--- config.mk ---
export PLATFORM = sky130hd
export DESIGN_NAME = onchip_ram
export DESIGN_NICKNAME = d
export VERILOG_FILES = /design/src/rtl/onchip_ram.sv
export SDC_FILE = /design/constraint.sdc
export NUM_CORES = 1
export LEC_CHECK = 0
export CORE_MARGIN = 5
export CORE_UTILIZATION = 25
export CTS_BUF_LIST = sky130_fd_sc_hd__clkbuf_8
export DETAILED_ROUTE_END_ITERATION = 12
export PLACE_DENSITY = 0.43
export SYNTH_ARGS = -nofsm -noshare
export SYNTH_HDL_FRONTEND = slang
export SYNTH_SLANG_ARGS = --single-unit
export TNS_END_PERCENT = 10
--- constraint.sdc ---
create_clock -name clk -period 3.7 [get_ports clk]
set_input_delay 0.555 -clock clk [delete_from_list [all_inputs] [get_ports clk]]
set_output_delay 0.555 -clock clk [all_outputs]
set_load 0.02 [all_outputs]
--- src/rtl/onchip_ram.sv ---
// NoC RAM endpoint: packed read/write requests in, {data, src} read replies out.
// Ports: clk, rst (async active-low), i_packed_in/i_valid_in/i_ready_out,
//        o_packed_out/o_valid_out/o_ready_in.
module onchip_ram #(
  parameter int WIDTH        = 8,
  parameter int ADDR_WIDTH   = 7,
  parameter int N            = 16,
  parameter int N_ADDR_WIDTH = $clog2(N),
  localparam int PACKED_IN   = WIDTH + ADDR_WIDTH + N_ADDR_WIDTH + 2,
  localparam int PACKED_OUT  = WIDTH + N_ADDR_WIDTH
) (
  input  logic                  clk,
  input  logic                  rst,
  input  logic [PACKED_IN-1:0]  i_packed_in,
  input  logic                  i_valid_in,
  output logic                  i_ready_out,
  output logic [PACKED_OUT-1:0] o_packed_out,
  output logic                  o_valid_out,
  input  logic                  o_ready_in
);

  localparam int DEPTH = 2 ** ADDR_WIDTH;

  logic [WIDTH-1:0]        mem [DEPTH];

  logic [WIDTH-1:0]        req_data;
  logic [ADDR_WIDTH-1:0]   req_addr;
  logic                    req_we;
  logic                    req_re;
  logic [N_ADDR_WIDTH-1:0] req_src;

  logic                    acc;
  logic                    wr_acc;
  logic                    rd_acc;
  logic                    pop;
  logic [PACKED_OUT-1:0]   rd_pkt;

  logic                    or_valid;
  logic [PACKED_OUT-1:0]   or_data;
  logic                    sb_valid;
  logic [PACKED_OUT-1:0]   sb_data;

  assign {req_data, req_addr, req_we, req_re, req_src} = i_packed_in;

  assign acc    = i_valid_in & ~sb_valid;
  assign wr_acc = acc & req_we;
  assign rd_acc = acc & req_re;
  assign pop    = or_valid & o_ready_in;

  // Sampled before the write lands, so a combined
  // read+write returns the old word.
  assign rd_pkt = {mem[req_addr], req_src};

  // Storage is deliberately outside reset so contents
  // survive a reset pulse.
  always_ff @(posedge clk) begin
    if (wr_acc) begin
      mem[req_addr] <= req_data;
    end
  end

  always_ff @(posedge clk or negedge rst) begin
    if (!rst) begin
      or_valid <= 1'b0;
      or_data  <= '0;
      sb_valid <= 1'b0;
      sb_data  <= '0;
    end else begin
      if (sb_valid) begin
        // No reads are accepted while SB is full.
        if (pop) begin
          or_data  <= sb_data;
          sb_valid <= 1'b0;
        end
      end else if (rd_acc) begin
        if (or_valid && !pop) begin
          sb_data  <= rd_pkt;
          sb_valid <= 1'b1;
        end else begin
          or_data  <= rd_pkt;
          or_valid <= 1'b1;
        end
      end else if (pop) begin
        or_valid <= 1'b0;
      end
    end
  end

  assign i_ready_out  = ~sb_valid;
  assign o_valid_out  = or_valid;
  assign o_packed_out = or_data;

endmodule

; ---- Word-level counts from Yosys, hierarchy flattened
; Memory sizes are Yosys's and may differ from the RTL's.
; Index checks and enable logic that the tools add are counted.
[classes]
n_addsub = 0
n_mul = 0
div = 0
n_lt_le_gt_ge = 0
n_eq_ne = 3
n_shift = 0
n_mux = 13
n_bitwise = 5
n_reduce_logical = 7
[op_table]
columns = op, n
row1 = two-way mux 12 bit, 4
row2 = two-way mux 1 bit, 9
row3 = AND reduction 3 bit, 3
row4 = != test 2 bit (second input constant), 3
row5 = bitwise AND 1 bit, 4
row6 = nonzero test 2 bit, 2
row7 = logical AND 1 bit, 1
row8 = logical NOT 1 bit, 1
row9 = inverter 1 bit, 1
[totals]
reg_bits = 26
latchBits = 0
ram_bits = 1024
mem_bits_ro = 0
inputBits = 25
out_inout_bits = 14
memories = 1
[memory_table]
columns = memory, words, width, read_ports, rd_ports_with_merged_regs, write_ports, line
row1 = mem, 128, 8, 1, 0, 1, 24  ; logic [WIDTH-1:0] mem [DEPTH];

; ---- Depth between registers and ports, before layout
[logic_depth]
depth_word = 6
depth_mapped = 10

; ---- Least setup slack after synthesis
; No wires, ideal clock.
[synth_path]
path_type = input to register
start = in i_packed_in[7]
end = mem mem[104][0] (enable)
setup_ns = 0.370
arrival_ns = 2.144
required_time_ns = 3.330
path_slack_ns = 1.186
cell_stages = 9
n_path_buf = 5
path_cell_list = buf_4 or2_1 buf_2 buf_6 buf_2 nor2_1 nand2_1 clkbuf_1 nor2_1
[synth_rtl]
columns = item, line
row1 = "start, declared", 14  ; input logic [PACKED_IN-1:0] i_packed_in,
row2 = "end, declared", 24
; No word-level cell before the write port.

; ---- Worst setup path after layout
[layout_path]
start = in i_packed_in[7]
end = reg or_data[4], in the netlist o_packed_out[4]
[layout_via]
elab_chain_len = 4
[layout_rtl]
columns = item, line
row1 = memory (128 x 8 bit), --
row2 = two-way mux 12 bit, 76  ; if (or_valid && !pop) begin
row3 = two-way mux 12 bit, 75  ; end else if (rd_acc) begin
row4 = two-way mux 12 bit, 69  ; if (sb_valid) begin
row5 = "end signal, assigned", 72  ; or_data <= sb_data;
row6 = "end signal, assigned", 80  ; or_data <= rd_pkt;
row7 = "end, declared", 39  ; logic [PACKED_OUT-1:0] or_data;
; Every way passes these cells. The select of a mux whose other input is x is not followed.
; A chain may end at the register's enable or synchronous reset.

==> run metrics <==
Rows=149; area added between synthesis and finish=19.5%; Slew @ Worst Pin=951 ps; fin worst setup slack=898 ps; Clock Latency Late Sink=870 ps; Hold Fails Final Rpt=0; warnings from Yosys=0; Finished Cell Area=between 40000 and 50000 um^2; status=complete, no violations; RSZ-0062 raised after global routing=false; first-iteration detailed-routing DRC count=1719; Final Util=between 20 and 30%; Mapped Nets=approximately 2400; biggest area consumer among synthesized cells=edfxtp_1; routability congestion estimate=a little over 0.8; register area share after synthesis=between 70 and 80%; Worst R2R Start=sb_valid$_DFF_PN0_; ys flop type=edfxtp_1; vias in the first global route=23400; Bufs on Longest Clock Path=3; Post-DP Area=45800 um^2; top-count cell post-synth=edfxtp_1; HPWL Detailed=around 73000 um; CTS HTree Levels=4; CP endpoint=o_packed_out[4]$_DFFE_PN0P_; CTS tree=built; final worst path period share=75.7%; post-layout minimum cycle time=around 2800 ps; worst hold margin=around 180 ps; FFs w/ async S/R, synth=about 2.5%; CP required=4430 ps; met1 GRT Util=between 10% and 20%; Routed Antenna Nets=0; pin count of the biggest net entering global routing=approximately 130; met2 Resource Use GR=21.8%; Worst Setup SP=i_packed_in[7]; Register-to-Register Path Depth=9; vias per cell=4.51; post-synth cell types=32; Final setup viols=0; IO Pins=39; Setup crit end kind=flop; DP Worst Slack=-18.9 ps; Yosys top cell area share=74.6%; Die W=416 um; drt drc=0; Critical Path AT=about 3500 ps; ranking of synthesized cells by area=edfxtp_1 (75%), mux2i_1 (13%), o22ai_1 (3.9%); Clk pin slew, worst setup/hold paths=60 ps; core area=164000 um^2; DRT Pass-1 Iters=6; M3 GR Usage=3.00%; final std cells w/o fill=between 5000 and 6000; Power Density=513 nW/um^2; Setup Skew=between 50 and 60 ps; CP Launch Type=input pin; grt total ovfl=0; CTS buffer count=172; first-pass GRT wire length=169000 um; Relative slew margins=36.6%; DR vias=about 23000; Crit Path Class=input pin to flop; most frequent cells after synthesis=edfxtp_1 (1024), mux2i_1 (516), o22ai_1 (256); # fillers=between 15000 and 20000; Max-Cap Viols=0; total wire length=approximately 120000 um; TritonCTS Sinks=1050; height of the die=416 um; LEAKAGE=16.9 nW; Yosys reg bits=1050; DIE AREA=between 150000 and 200000 um^2; Mapped Area=41200 um^2; reg2reg end=mem[106][5]$_DFFE_PP_; mean post-synth cell area=17.2 um^2; overall global routing resource usage=13.4%; Post-synth EDFFs=1024; Avg WL per Cell=23.5 um; share of post-route cells with drive strength above 1=17.9%; Mapped Cells=about 2400; Inst Count DP=4707; # nets final=2719; fmax=357 MHz; IO Port Bufs=38; worst min path class=input pin to flop; initial core utilization=about a quarter; Slew Limit Fails=0; initial antenna violation count=4; gr busiest metal=met2; Worst R2R Setup Slack=1250 ps; Peak VDD IR=0.345 mV; Worst Path Max Fanout=39; Root Buffer=clkbuf_8
## registers in the layout, summed over array words and instances (netlist names)
name,count
mem,1024
sb_valid,1
o_packed_out,12
o_valid_out,1
sb_data,12
## routing by layer
layer	vias to the layer above	wire length, um
met5	-	0
met4	0	2940
met3	163	6820
met2	630	56700
met1	11700	51800
li1	10200	-
## power by group
group	internal (mW)	total, mW	switching (mW)
combinational	0.645	1.84	1.19
sequential	13.2	13.3	0.130
clock	5.41	10.1	4.67
total	19.3	25.3	5.99
## repair_timing
action	CTS	global route
hold endpoints to repair	20	0
resized for setup	0	0
setup buffers	0	0
endpoints found under the setup margin	0	0
hold buffers	2	0
## per-stage QoR
step | power (mW) | setup TNS (ps)
after detailed placement | 15.4 | -18.9
after CTS | 25.6 | 0
final | 25.3 | 0
after global routing | 26.3 | 0
after floorplan | 14.5 | 0
after global placement | 15.4 | -49.8
## worst max-delay path: stages
cell             delay (ps)
clkdlybuf4s50_1         610
nand2b_4                210
buf_12                  230
buf_4                   260
o22ai_1                 120
o21ai_0                 500
a41oi_1                 400
nor4_2                  380
o221ai_1                160
## worst min-delay path by stage
stage               slack, ps  cells past startpoint                   startpoint                     endpoint
floorplan                 260                      0                          rst  o_packed_out[0]$_DFFE_PN0P_
global placement          460                      2  o_packed_out[1]$_DFFE_PN0P_  o_packed_out[1]$_DFFE_PN0P_
detailed placement        480                      2  o_packed_out[0]$_DFFE_PN0P_  o_packed_out[0]$_DFFE_PN0P_
CTS                       110                      1              i_packed_in[17]         mem[62][4]$_DFFE_PP_
global route              130                      1              i_packed_in[17]         mem[55][4]$_DFFE_PP_
finish                    180                      1              i_packed_in[17]         mem[55][4]$_DFFE_PP_
## cell usage in the layout, fill, tap and decap left out, drive strengths merged, types with 32 or more instances in the layout
cell	Yosys	routed
edfxtp	1024	1024
mux2i	516	516
o22ai	256	256
buf	121	254
clkbuf	35	182
nor2	135	135
o21ai	134	134
clkinv	0	65
inv	2	53
nand2	43	43
a41oi	32	32
## kinds of logic (layout without fill, tap and decap cells)
family / after synthesis / in the layout / share of synthesized area [%]
flops: 1050 / 1050 / 76.2
mux: 520 / 520 / 12.6
compound gates: 442 / 442 / 6.57
simple gates: 221 / 221 / 2.36
buf+inv: 158 / 604 / 2.21
other cells: 0 / 3 / 0
## final cells by class
type,instances,area (um^2),share of cell area [%]
multi-input combinational,1183,8930,18.1
sequential,1050,31400,63.8
clock buffer,182,2500,5.09
timing repair buffer,285,2740,5.56
clock inverter,135,923,1.87
antenna,3,7.51,0.0152
tap,2189,2740,5.56
inverter,2,7.51,0.0152
Power figures use the tool's default switching activity.
